File: config.mk
export PLATFORM = sky130hd
export DESIGN_NAME = countdown_controller
export DESIGN_NICKNAME = d
export VERILOG_FILES = /design/src/rtl/countdown_controller.sv
export SDC_FILE = /design/constraint.sdc
export NUM_CORES = 1
export LEC_CHECK = 0
export ABC_CLOCK_PERIOD_IN_PS = 2930
export BUFFER_PORTS_ARGS = -buffer_cell sky130_fd_sc_hd__buf_2
export CORE_ASPECT_RATIO = 1.25
export CORE_MARGIN = 4
export CORE_UTILIZATION = 30
export CTS_CLUSTER_DIAMETER = 30
export DETAILED_ROUTE_END_ITERATION = 10
export PLACE_DENSITY_LB_ADDON = 0.2
export SLEW_MARGIN = 20
export SYNTH_ARGS = -nofsm -noshare
export SYNTH_HDL_FRONTEND = slang
export SYNTH_SLANG_ARGS = --single-unit
File: constraint.sdc
create_clock -name clk -period 2.93 [get_ports clk]
set_clock_uncertainty 0.2 [all_clocks]
set_input_delay 0.4395 -clock clk [delete_from_list [all_inputs] [get_ports clk]]
set_output_delay 0.4395 -clock clk [all_outputs]
set_load 0.05 [all_outputs]
File: src/rtl/countdown_controller.sv
// countdown_controller: HHMMSS BCD countdown with 1 Hz prescaler and alarm.
// Define COUNTDOWN_AUTO_RELOAD_EN to restart from the preset after each alarm.
module countdown_controller #(
  parameter int unsigned TICK_DIV   = 50000000,
  parameter int unsigned ALARM_SECS = 10
) (
  input  logic        clk,
  input  logic        reset,
  input  logic [23:0] load_value,
  input  logic        load,
  input  logic        start_stop,
  input  logic        clear,
  output logic [23:0] countdown_display,
  output logic        running,
  output logic        expired,
  output logic        alarm_out
);

  localparam int unsigned PW =
    (TICK_DIV > 1) ? $clog2(TICK_DIV) : 1;
  localparam logic [PW-1:0] PS_LAST = PW'(TICK_DIV - 1);
  localparam logic [7:0]    ALARM_N = 8'(ALARM_SECS);

  typedef enum logic [1:0] {
    IDLE,
    RUN,
    PAUSE,
    EXPIRED
  } state_e;

  // Digit order from bit 0: ss_u, ss_t, mm_u, mm_t, hh_u, hh_t.
  function automatic logic [3:0] dig_max(input int idx);
    return (idx == 1 || idx == 3) ? 4'd5 : 4'd9;
  endfunction

  function automatic logic [23:0] sat_bcd(input logic [23:0] v);
    logic [23:0] r;
    logic [3:0]  d;
    logic [3:0]  lim;
    r = '0;
    for (int i = 0; i < 6; i++) begin
      d   = v[i*4 +: 4];
      lim = dig_max(i);
      r[i*4 +: 4] = (d > lim) ? lim : d;
    end
    return r;
  endfunction

  function automatic logic [23:0] dec_bcd(input logic [23:0] v);
    logic [23:0] r;
    logic [3:0]  d;
    logic        borrow;
    r      = v;
    borrow = 1'b1;
    for (int i = 0; i < 6; i++) begin
      d = v[i*4 +: 4];
      if (borrow) begin
        if (d == 4'd0) begin
          r[i*4 +: 4] = dig_max(i);
        end else begin
          r[i*4 +: 4] = d - 4'd1;
          borrow      = 1'b0;
        end
      end
    end
    return r;
  endfunction

  state_e        state_q, state_d;
  logic [23:0]   preset_q, preset_d;
  logic [23:0]   cnt_q, cnt_d;
  logic [PW-1:0] ps_q, ps_d;
  logic [7:0]    asec_q, asec_d;
  logic          run_q, run_d;
  logic          exp_q, exp_d;
  logic          alm_q, alm_d;

  logic          tick;
  logic          cnt_zero;
  logic          load_ok;
  logic [PW-1:0] ps_inc;
  logic [7:0]    asec_inc;
  logic [23:0]   cnt_dec;
  logic [23:0]   load_sat;

  assign tick     = (ps_q == PS_LAST);
  assign ps_inc   = tick ? '0 : PW'(ps_q + 1'b1);
  assign asec_inc = asec_q + 8'd1;
  assign cnt_zero = (cnt_q == '0);
  assign cnt_dec  = dec_bcd(cnt_q);
  assign load_sat = sat_bcd(load_value);
  assign load_ok  = load && (state_q != RUN);

  always_comb begin
    state_d  = state_q;
    preset_d = preset_q;
    cnt_d    = cnt_q;
    ps_d     = ps_q;
    asec_d   = asec_q;
    if (clear) begin
      cnt_d   = preset_q;
      ps_d    = '0;
      asec_d  = '0;
      state_d = IDLE;
    end else if (load_ok) begin
      preset_d = load_sat;
      cnt_d    = load_sat;
      ps_d     = '0;
      asec_d   = '0;
      state_d  = IDLE;
    end else begin
      unique case (state_q)
        IDLE: begin
          if (start_stop && !cnt_zero) state_d = RUN;
        end
        RUN: begin
          ps_d = ps_inc;
          if (tick && !cnt_zero) cnt_d = cnt_dec;
          // Reaching zero beats a pause request on the same tick.
          if (tick && !cnt_zero && cnt_dec == '0) begin
            asec_d  = '0;
            state_d = EXPIRED;
          end else if (start_stop) begin
            state_d = PAUSE;
          end
        end
        PAUSE: begin
          if (start_stop) state_d = RUN;
        end
        EXPIRED: begin
          if (start_stop) begin
            cnt_d   = preset_q;
            ps_d    = '0;
            asec_d  = '0;
            state_d = IDLE;
          end else begin
            ps_d = ps_inc;
            if (tick && asec_q != ALARM_N) asec_d = asec_inc;
`ifdef COUNTDOWN_AUTO_RELOAD_EN
            if (tick && asec_inc == ALARM_N &&
                preset_q != '0) begin
              cnt_d   = preset_q;
              ps_d    = '0;
              asec_d  = '0;
              state_d = RUN;
            end
`else
`endif
          end
        end
        default: state_d = IDLE;
      endcase
    end
    run_d = (state_d == RUN);
    exp_d = (state_d == EXPIRED);
    alm_d = exp_d && (asec_d != ALARM_N);
  end

  always_ff @(posedge clk) begin
    if (reset) begin
      state_q  <= IDLE;
      preset_q <= '0;
      cnt_q    <= '0;
      ps_q     <= '0;
      asec_q   <= '0;
      run_q    <= 1'b0;
      exp_q    <= 1'b0;
      alm_q    <= 1'b0;
    end else begin
      state_q  <= state_d;
      preset_q <= preset_d;
      cnt_q    <= cnt_d;
      ps_q     <= ps_d;
      asec_q   <= asec_d;
      run_q    <= run_d;
      exp_q    <= exp_d;
      alm_q    <= alm_d;
    end
  end

  assign countdown_display = cnt_q;
  assign running           = run_q;
  assign expired           = exp_q;
  assign alarm_out         = alm_q;

endmodule

Word level (Yosys, flattened, before mapping)
Cells that the tools add are included.
- add/subtract/negate cells: 8
- multipliers: 0
- divide/modulo/power cells: 0
- magnitude comparators: 6
- equal/unequal tests: 11
- shifts and indexed selects: 0
- mux-type cells: 48
- bitwise logic cells: 1
- reductions and logical operators: 21
- operators by type and width (operator ; count):
    24-bit two-way mux ; 4
    4-bit two-way mux ; 17
    26-bit two-way mux ; 2
    26-bit case mux with 2 select lines ; 1
    24-bit zero test ; 2
    24-bit case mux with 2 select lines ; 1
    8-bit two-way mux ; 5
    26-bit by 1-bit adder with 26-bit output, second input constant ; 1
    26-bit == test, second input constant ; 1
    4-bit zero test ; 6
    4-bit by 1-bit subtractor with 4-bit output, second input constant ; 6
    4-bit > comparator, second input constant ; 4
    8-bit by 4-bit != test with 1-bit output, second input constant ; 2
    8-bit case mux with 2 select lines ; 1
    2-bit two-way mux ; 7
    1-bit two-way mux ; 9
    8-bit by 1-bit adder with 8-bit output, second input constant ; 1
    4-bit by 3-bit > comparator with 1-bit output, second input constant ; 2
    4-bit != test, second input constant ; 2
    2-bit case mux with 4 select lines ; 1
    2-bit == test, second input constant ; 3
    1-bit logical AND ; 6
    2-bit by 1-bit == test with 1-bit output, second input constant ; 2
    4-bit nonzero test ; 1
    other kinds (8) ; 8
- register bits: 87
- bits in latches: 0
- RAM bits: 0
- memory bits (read-only): 0
- bits of input ports: 29
- output and inout bits: 27
- logic and storage cells: 103
- memories kept: 0

Longest topological paths before layout
Gate-level depths: netlist of the first run.
- word-level depth: 15
- depth in mapped cells: 11

Worst setup path after synthesis of the first run
Ideal clock, no wire load.
- path kind: register to register
- start point: register cnt_q[0] (netlist: countdown_display[0])
- end point: register asec_q[0]
- setup time: 116 ps
- arrival: 2755 ps
- slack: -142 ps
- stages on the path, launching flop included: 10
- path buffers: 2
- period minus slack after synthesis: 3072 ps
- cell sequence: dfxtp_1 > clkbuf_1 > or4_1 > clkbuf_1 > or3_1 > o22ai_1 > o2111ai_1 > a21o_1 > a211o_1 > o211a_1
- word-level cells in the longest chain between the ends: 13
- ends and longest elaborated chain (what ; line ; text):
    start, declared ; 71 ; logic [23:0] cnt_q, cnt_d;
    start signal, assigned ; 172 ; cnt_q <= cnt_d;
    4-bit zero test ; 58 ; if (d == 4'd0) begin
    1-bit two-way mux ; 58 ;
    1-bit two-way mux (4 in a row) ; 57 ; if (borrow) begin
    4-bit two-way mux ; 57 ;
    24-bit zero test ; 120 ; if (tick && !cnt_zero && cnt_dec == '0) begin
    1-bit logical AND (*) ; 120 ;
    8-bit two-way mux (*) ; 120 ;
    8-bit case mux with 2 select lines (*) ; 112 ; unique case (state_q)
    8-bit two-way mux (*) ; 105 ; end else if (load_ok) begin
    8-bit two-way mux (*) ; 100 ; if (clear) begin
    end signal, assigned ; 174 ; asec_q <= asec_d;
    end, declared ; 73 ; logic [7:0] asec_q, asec_d;
Every way passes the cells marked *; elsewhere a longest branch is shown, timed or not.
A chain may end at the register's enable or synchronous reset.

Worst setup path in the final report of the first run
- start point: register ps_q[8]
- end point: register cnt_q[13] (netlist: countdown_display[13])
- word-level cells in the longest chain between the ends: 4
- ends and longest elaborated chain (what ; line ; text):
    start, declared ; 72 ; logic [PW-1:0] ps_q, ps_d;
    start signal, assigned ; 173 ; ps_q <= ps_d;
    26-bit == test ; 86 ; assign tick = (ps_q == PS_LAST);
    1-bit logical AND ; 118 ; if (tick && !cnt_zero) cnt_d = cnt_dec;
    4-bit != test (no source line) ; n/a ;
    3-bit AND reduction (no source line) ; n/a ;
Every way passes these cells.

==> summary.md, run 1 <==
| Metric | Value |
|---|---|
| Tot GR Track Use | `around 16%` |
| Combinational share of power | `18.3%` |
| Die area | `17700 µm²` |
| WL per Instance | `between 15 and 20 µm` |
| Die Span Y | `between 100 and 150 µm` |
| Top-count cell post-synth | `nor2_1` |
| Synthesized area | `4690 µm²` |
| Hold Buf Count CTS | `0` |
| Unrepaired setup endpoints after global routing | `yes` |
| Clock network fraction of total power | `between 30% and 40%` |
| Pre-CTS WS | `approximately 0.044 ns` |
| Post-DP Area | `around 5500 µm²` |
| Min cycle time layout | `approximately 2.9 ns` |
| Peak VDD IR | `0.245 mV` |
| 1st-iter DRT viols | `roughly 380` |
| GP Congestion | `0.843` |
| Area grow syn2layout | `25.6%` |
| Final Hold Violating Endpoints | `0` |
| Hold endpoint | `preset_q[2]$_SDFFE_PP0P_` |
| Post-DRT Antenna Nets | `0` |
| Num ports | `56` |
| IO Port Bufs | `between 50 and 60` |
| Vias in the first global route | `4715` |
| Detailed-route via count | `4862` |
| Net Sw Power | `roughly 880 µW` |
| Final worst slack | `~0.06 ns` |
| Die W | `approximately 120 µm` |
| Pint | `around 2100 µW` |
| Rows | `50` |
| Routed Wire Length | `around 15000 µm` |
| Synthesized instance count | `614` |
| Core ar. | `about 15000 µm²` |
| Hold Path Class | `in -> reg` |
| Crit path DAT | `between 2 and 3 ns` |
| Worst r2r src | `ps_q[8]$_SDFFE_PP0N_` |
| Post-CTS repair timing setup buffer count | `0` |
| First-pass GRT wire length | `between 20000 and 25000 µm` |
| HP Start | `load_value[2]` |
| Avg Synthesized Cell Area | `~7.6 µm²` |
| Total power | `2960 µW` |
| DRC viols | `0` |
| Congestion Overflow GR | `0` |
| Net Count, Synth | `646` |
| Dpl hpwl | `between 10000 and 15000 µm` |
| Netlist cell types | `58` |
| CP endpoint kind | `register` |
| Ys Warns | `0` |
| Nets@finish | `between 700 and 800` |
| Number of antenna violations at the first check in global routing | `2` |
| Largest area contributor in the netlist | `dfxtp_1` |
| Required time worst endpoint | `slightly below 3 ns` |
| Longest Clk Path Bufs | `2` |
| Finish-stage setup viols | `0` |
| Clock transition at the registers of the reported paths | `~0.070 ns` |
| CTS buffer count | `9` |
| Critical Path Fanout Max | `12` |
| Post-synth EDFFs | `0` |
| Htree depth | `3` |
| Reg2reg path depth | `8` |
| Crit Path Class | `reg -> reg` |
| R2r setup slk | `0.06 ns` |
| Power per standard cell area | `503 nW/µm²` |
| Most frequent cells after synthesis | `nor2_1 (95), dfxtp_1 (87), nand2_1 (69)` |
| Fmax | `349 MHz` |
| Worst-Margin Slew | `between 0.6 and 0.7 ns` |
| Initial Utilization | `31.0%` |
| Top post-synthesis cells by area | `dfxtp_1 (37%), nor2_1 (7.6%), a21oi_1 (5.5%), nand2_1 (5.5%), xnor2_1 (2.8%)` |
| Root Buffer | `clkbuf_16` |
| Status | `completed` |
| Largest net degree at the start of global routing | `30` |
| Final period util | `a little over nine tenths` |
| Top-area cell type share of the netlist area | `37.1%` |
| TritonRoute pass-1 iters | `5` |
| Hold Crit Depth | `3` |
| CTS tree | `done` |
| FFs w/ async S/R, synth | `0%` |
| Ys flop type | `dfxtp_1` |
| Reg power frac | `around 43%` |
| Share of layout cells above drive strength 1 | `roughly a fifth` |
| Fill count | `about 1600` |
| Relative slew slack | `approximately 57%` |
| Max-cap violations | `0` |
| Sinks on Clock Net | `87` |
| Leakage | `0.00223 µW` |
| Fin util | `between 30% and 40%` |
| Vias per cell | `roughly 5.3` |
| Final Cell Area | `a little under 6000 µm²` |
| Post_cts resized | `0` |
| Worst-skew pair later-pin latency | `between 0.3 and 0.4 ns` |
| Sw frac | `about 30%` |
| R2r endpoint | `countdown_display[13]$_SDFFE_PP0P_` |
| Slew Limit Fails | `0` |
| Seq cells post-synth | `87` |
| CP Launch Type | `register` |
| Sequential area share after synthesis | `a little under two fifths` |
layout make-up:
type / count / area, µm² / share of cell area (%)
multi-input cells: 481 / 2810 / 47.7
clock inverters: 7 / 72.6 / 1.23
inverters: 10 / 37.5 / 0.637
repair buffers: 109 / 739 / 12.5
diodes: 1 / 2.50 / 0.0425
well taps: 208 / 260 / 4.42
clock buffers: 9 / 225 / 3.82
flip-flops and latches: 87 / 1740 / 29.6
worst max path at each step:
stage	from	end	slack, ns
2_1_floorplan	countdown_display[0]$_SDFFE_PP0P_	asec_q[0]$_SDFF_PP0_	-0.006
3_3_place_gp	ps_q[8]$_SDFFE_PP0N_	countdown_display[13]$_SDFFE_PP0P_	0.05
3_5_place_dp	ps_q[8]$_SDFFE_PP0N_	countdown_display[13]$_SDFFE_PP0P_	0.04
4_1_cts	ps_q[8]$_SDFFE_PP0N_	countdown_display[13]$_SDFFE_PP0P_	0.01
5_1_grt	ps_q[8]$_SDFFE_PP0N_	countdown_display[13]$_SDFFE_PP0P_	-0.02
6_report	ps_q[8]$_SDFFE_PP0N_	countdown_display[13]$_SDFFE_PP0P_	0.06
cells in the final DEF, fill, tap and decap left out, types with 7 or more instances in the layout:
master,count
buf_4,49
nor3_1,17
o21ai_0,16
xor2_1,12
inv_1,10
nand3_1,23
clkbuf_16,10
and3_1,7
nand2_1,69
nor2b_1,9
nand4_1,13
nor2_1,94
buf_2,55
a211oi_1,15
a21oi_1,52
nand2b_1,8
or3_1,10
dfxtp_1,86
xnor2_1,15
nor4_1,12
critical path, cell delays in order (launching register included):
cell	delay, ns
dfxtp_1	0.31
or4_4	0.53
or4_4	0.43
or2_1	0.26
o31a_1	0.29
o21a_4	0.24
buf_12	0.15
nor4bb_4	0.26
nor3_1	0.07
sequential cells by signal (all words and copies together), names as in the netlist:
register	flops
expired	1
alarm_out	1
preset_q	24
state_q	2
countdown_display	24
ps_q	26
running	1
asec_q	8
power groups by stage:
stage	clock [µW]	combinational (µW)	sequential, µW
after floorplan	0	261	1360
after CTS	1210	535	1260
final	1160	542	1260
after global placement	0	531	1280
after global routing	1250	589	1260
after detailed placement	0	532	1280
metrics by stage:
stage	hold WS [ns]	cells	TNS, ns
after floorplan	0.236	614	-0.00630
after global placement	0.246	894	0
after detailed placement	0.248	894	0
after CTS	0.153	910	0
after global routing	0.167	911	-0.0176
final	0.166	912	0
layer usage:
| layer | wire length, µm | track usage [%] | vias to the layer above | part of all wire, % |
|---|---|---|---|---|
| met3 | 622 | 3.41 | 17 | 4.2 |
| met4 | 240 | 6.42 | 4 | 1.6 |
| met1 | 6320 | 19.6 | 2342 | 43 |
| met5 | 20 | 0 | - | 0.14 |
| met2 | 7460 | 29.0 | 93 | 51 |
| li1 | - | - | 2406 | - |
cell families after synthesis:
| family | Yosys count | share of synthesized area, % |
|---|---|---|
| simple gates | 294 | 30.4 |
| compound gates | 151 | 21.4 |
| flops | 87 | 37.1 |
| buf+inv | 46 | 3.92 |
| xor+xnor | 27 | 5.04 |
| mux | 6 | 1.31 |
| fa+ha+maj | 3 | 0.800 |
Power figures use the tool's default switching activity.
==> inputs of run 2 (changes only) <==
- CORE_ASPECT_RATIO: 1.25 -> 1.4
==> summary.md, run 2 (same netlist as run 1, synthesis figures left out) <==
| Metric | Value |
|---|---|
| Rows | `53 (was 50)` |
| Worst setup path start | `ps_q[8]$_SDFFE_PP0N_ (unchanged)` |
| Dpl hpwl | `11000 µm (was 10700 µm)` |
| Detailed-route via count | `4918 (was 4862)` |
| Critical Path Fanout Max | `17 (was 12)` |
| Area grow syn2layout | `26.8% (was 25.6%)` |
| Total power | `3080 µW (was 2960 µW)` |
| Clock transition at the registers of the reported paths | `0.07 ns (about the same)` |
| Die W | `114 µm (was 120 µm)` |
| Htree depth | `3 (unchanged)` |
| Non-filler instance count after layout | `904 (was 912)` |
| Vias in the first global route | `4870 (was 4715)` |
| Fin util | `39.2% (was 38.9%)` |
| Worst r2r src | `ps_q[8]$_SDFFE_PP0N_ (unchanged)` |
| Vias per cell | `5.44 (was 5.33)` |
| 1st-iter DRT viols | `293 (was 377)` |
| Min cycle time layout | `2.85 ns (was 2.87 ns)` |
| CP max stage delay | `0.53 ns (about the same)` |
| Power per standard cell area | `518 nW/µm² (was 503 nW/µm²)` |
| GP Congestion | `0.842 (was 0.843)` |
| Combinational share of power | `17.6% (was 18.3%)` |
| Core ar. | `15200 µm² (was 15100 µm²)` |
| IO Port Bufs | `55 (unchanged)` |
| Relative slew slack | `41.7% (was 56.8%)` |
| Num ports | `56 (unchanged)` |
| HP Start | `load_value[0] (was load_value[2])` |
| Reg2reg path depth | `8 (unchanged)` |
| Worst-skew pair later-pin latency | `0.35 ns (about the same)` |
| Sinks on Clock Net | `87 (unchanged)` |
| Nets@finish | `739 (was 730)` |
| Die Span Y | `156 µm (was 148 µm)` |
| Hold endpoint | `preset_q[0]$_SDFFE_PP0P_ (was preset_q[2]$_SDFFE_PP0P_)` |
| Post-DRT Antenna Nets | `0 (unchanged)` |
| Required time worst endpoint | `2.94 ns (was 2.96 ns)` |
| N_diodes | `0 (was 1)` |
| WL per Instance | `16.5 µm (was 16.1 µm)` |
| Routed Wire Length | `14900 µm (was 14700 µm)` |
| Most frequent cells in the layout | `nor2_1 (94), dfxtp_1 (86), nand2_1 (69), buf_4 (59), buf_2 (55) (was nor2_1 (94), dfxtp_1 (86), nand2_1 (69), buf_2 (55), a21oi_1 (52))` |
| Longest Clk Path Bufs | `2 (unchanged)` |
| First-pass GRT wire length | `23900 µm (was 23600 µm)` |
| Peak VDD IR | `0.238 mV (was 0.245 mV)` |
| Die area | `17700 µm² (about the same)` |
| R2r setup slk | `0.08 ns (was 0.06 ns)` |
| CP endpoint kind | `register (unchanged)` |
| CTS buffer count | `9 (unchanged)` |
| Number of antenna violations at the first check in global routing | `2 (unchanged)` |
| Sw frac | `29.1% (was 29.6%)` |
| Congestion Overflow GR | `0 (unchanged)` |
| Largest net degree at the start of global routing | `59 (was 30)` |
| Final Hold Violating Endpoints | `0 (unchanged)` |
| DRC viols | `0 (unchanged)` |
| Hold Path Class | `in -> reg (unchanged)` |
| Crit path DAT | `2.86 ns (was 2.90 ns)` |
| Biggest register | `ps_q (unchanged)` |
| Status | `completed (unchanged)` |
| Most common cell after layout, fill and taps aside | `nor2_1 (unchanged)` |
| Fmax | `351 MHz (was 349 MHz)` |
| Finish-stage setup viols | `0 (unchanged)` |
| Max-cap violations | `0 (unchanged)` |
| CP max-delay cell | `or4_4 (unchanged)` |
| Slew Limit Fails | `0 (unchanged)` |
| Worst-Margin Slew | `0.873 ns (was 0.647 ns)` |
| Hold Crit Depth | `3 (unchanged)` |
| TritonRoute pass-1 iters | `4 (was 5)` |
| R2r endpoint | `countdown_display[13]$_SDFFE_PP0P_ (unchanged)` |
| Tot GR Track Use | `16.8% (was 16.5%)` |
| Dpl cells | `884 (was 894)` |
| Initial Utilization | `30.9% (was 31.0%)` |
| Final period util | `97.1% (was 97.9%)` |
| Leakage | `0.00229 µW (was 0.00223 µW)` |
| Net Sw Power | `897 µW (was 876 µW)` |
| CTS tree | `done (unchanged)` |
| CP Launch Type | `register (unchanged)` |
| Hold Buf Count CTS | `0 (unchanged)` |
| Max reg flops | `26 (unchanged)` |
| Most used cell, CP | `or4_4 (unchanged)` |
| Crit Path Class | `reg -> reg (unchanged)` |
| Root Buffer | `clkbuf_16 (unchanged)` |
| Reg power frac | `40.8% (was 42.5%)` |
| Pint | `2180 µW (was 2090 µW)` |
| CP cell instances | `or4_4 -> or4_4 -> or2_4 -> o31a_1 -> o21a_2 -> buf_12 -> nor4bb_4 -> nor3_2 (was or4_4 -> or4_4 -> or2_1 -> o31a_1 -> o21a_4 -> buf_12 -> nor4bb_4 -> nor3_1)` |
| Clock network fraction of total power | `41.5% (was 39.2%)` |
| Share of layout cells above drive strength 1 | `21.3% (was 20.2%)` |
## run 2: changes by cell type in the layout (fill, tap and decap cells not counted), sizes merged
| cell | delta |
|---|---|
| clkinv | -1 |
| inv | +2 |
| diode | -1 |
| clkbuf | -1 |
| clkinvlp | -2 |
| buf | +10 |
| bufinv | +1 |
## run 2: metal layers
metal | up-vias | wire, µm | track usage (%) | share of wire (%)
met5 | - | 28 | 0 | 0.19
met4 | 4 | 447 | 7.73 | 3.0
met3 | 38 | 691 | 3.18 | 4.6
met2 | 116 | 7780 | 31.0 | 52
met1 | 2337 | 5990 | 18.4 | 40
li1 | 2423 | - | - | -
## run 2: how the worst max path moves through the flow
stage | to | slack, ns
6_report | countdown_display[13]$_SDFFE_PP0P_ | 0.08
2_1_floorplan | asec_q[0]$_SDFF_PP0_ | -0.006
3_5_place_dp | countdown_display[13]$_SDFFE_PP0P_ | 0.02
4_1_cts | countdown_display[13]$_SDFFE_PP0P_ | 0.001
3_3_place_gp | countdown_display[13]$_SDFFE_PP0P_ | 0.04
5_1_grt | asec_q[0]$_SDFF_PP0_ | -0.0001
## run 2: power groups by stage
stage | Sequential (µW) | Clock [µW] | Combinational (µW)
detailed placement | 1280 | 0 | 537
finish | 1260 | 1280 | 543
global route | 1260 | 1370 | 589
CTS | 1260 | 1320 | 538
floorplan | 1360 | 0 | 261
global placement | 1280 | 0 | 535
## run 2: layout make-up
type / instances / area (µm²)
fillers: 1584 / 9240
well taps: 192 / 240
clock inverters: 7 / 104
repair buffers: 118 / 790
inverters: 10 / 37.5
clock buffers: 9 / 225
flip-flops and latches: 87 / 1740
multi-input cells: 481 / 2810
## run 2: stage by stage
step	setup slack (ns)	cell area (µm²)	hold WS (ns)	TNS, ns
6_report	0.0840	5950	0.162	0
5_1_grt	-0.000139	5950	0.178	-0.000139
4_1_cts	0.00112	5880	0.158	0
3_5_place_dp	0.0172	5550	0.249	0
3_3_place_gp	0.0364	5550	0.246	0
2_1_floorplan	-0.00630	4700	0.236	-0.00630
## run 2: what timing repair did
item / 4_1_cts / 5_1_grt
buffers inserted: 0 / 4
gates resized for setup: 0 / 11
endpoints found under the setup margin: 0 / 17
## run 2: critical path, delay by kind of cell, from the launching register on
| family | cells | cell delay (ns) |
|---|---|---|
| and+or+nand+nor | 5 | 1.56 |
| AOI/OAI and AO/OA | 2 | 0.48 |
| DFF | 1 | 0.32 |
| buffers and inverters | 1 | 0.15 |
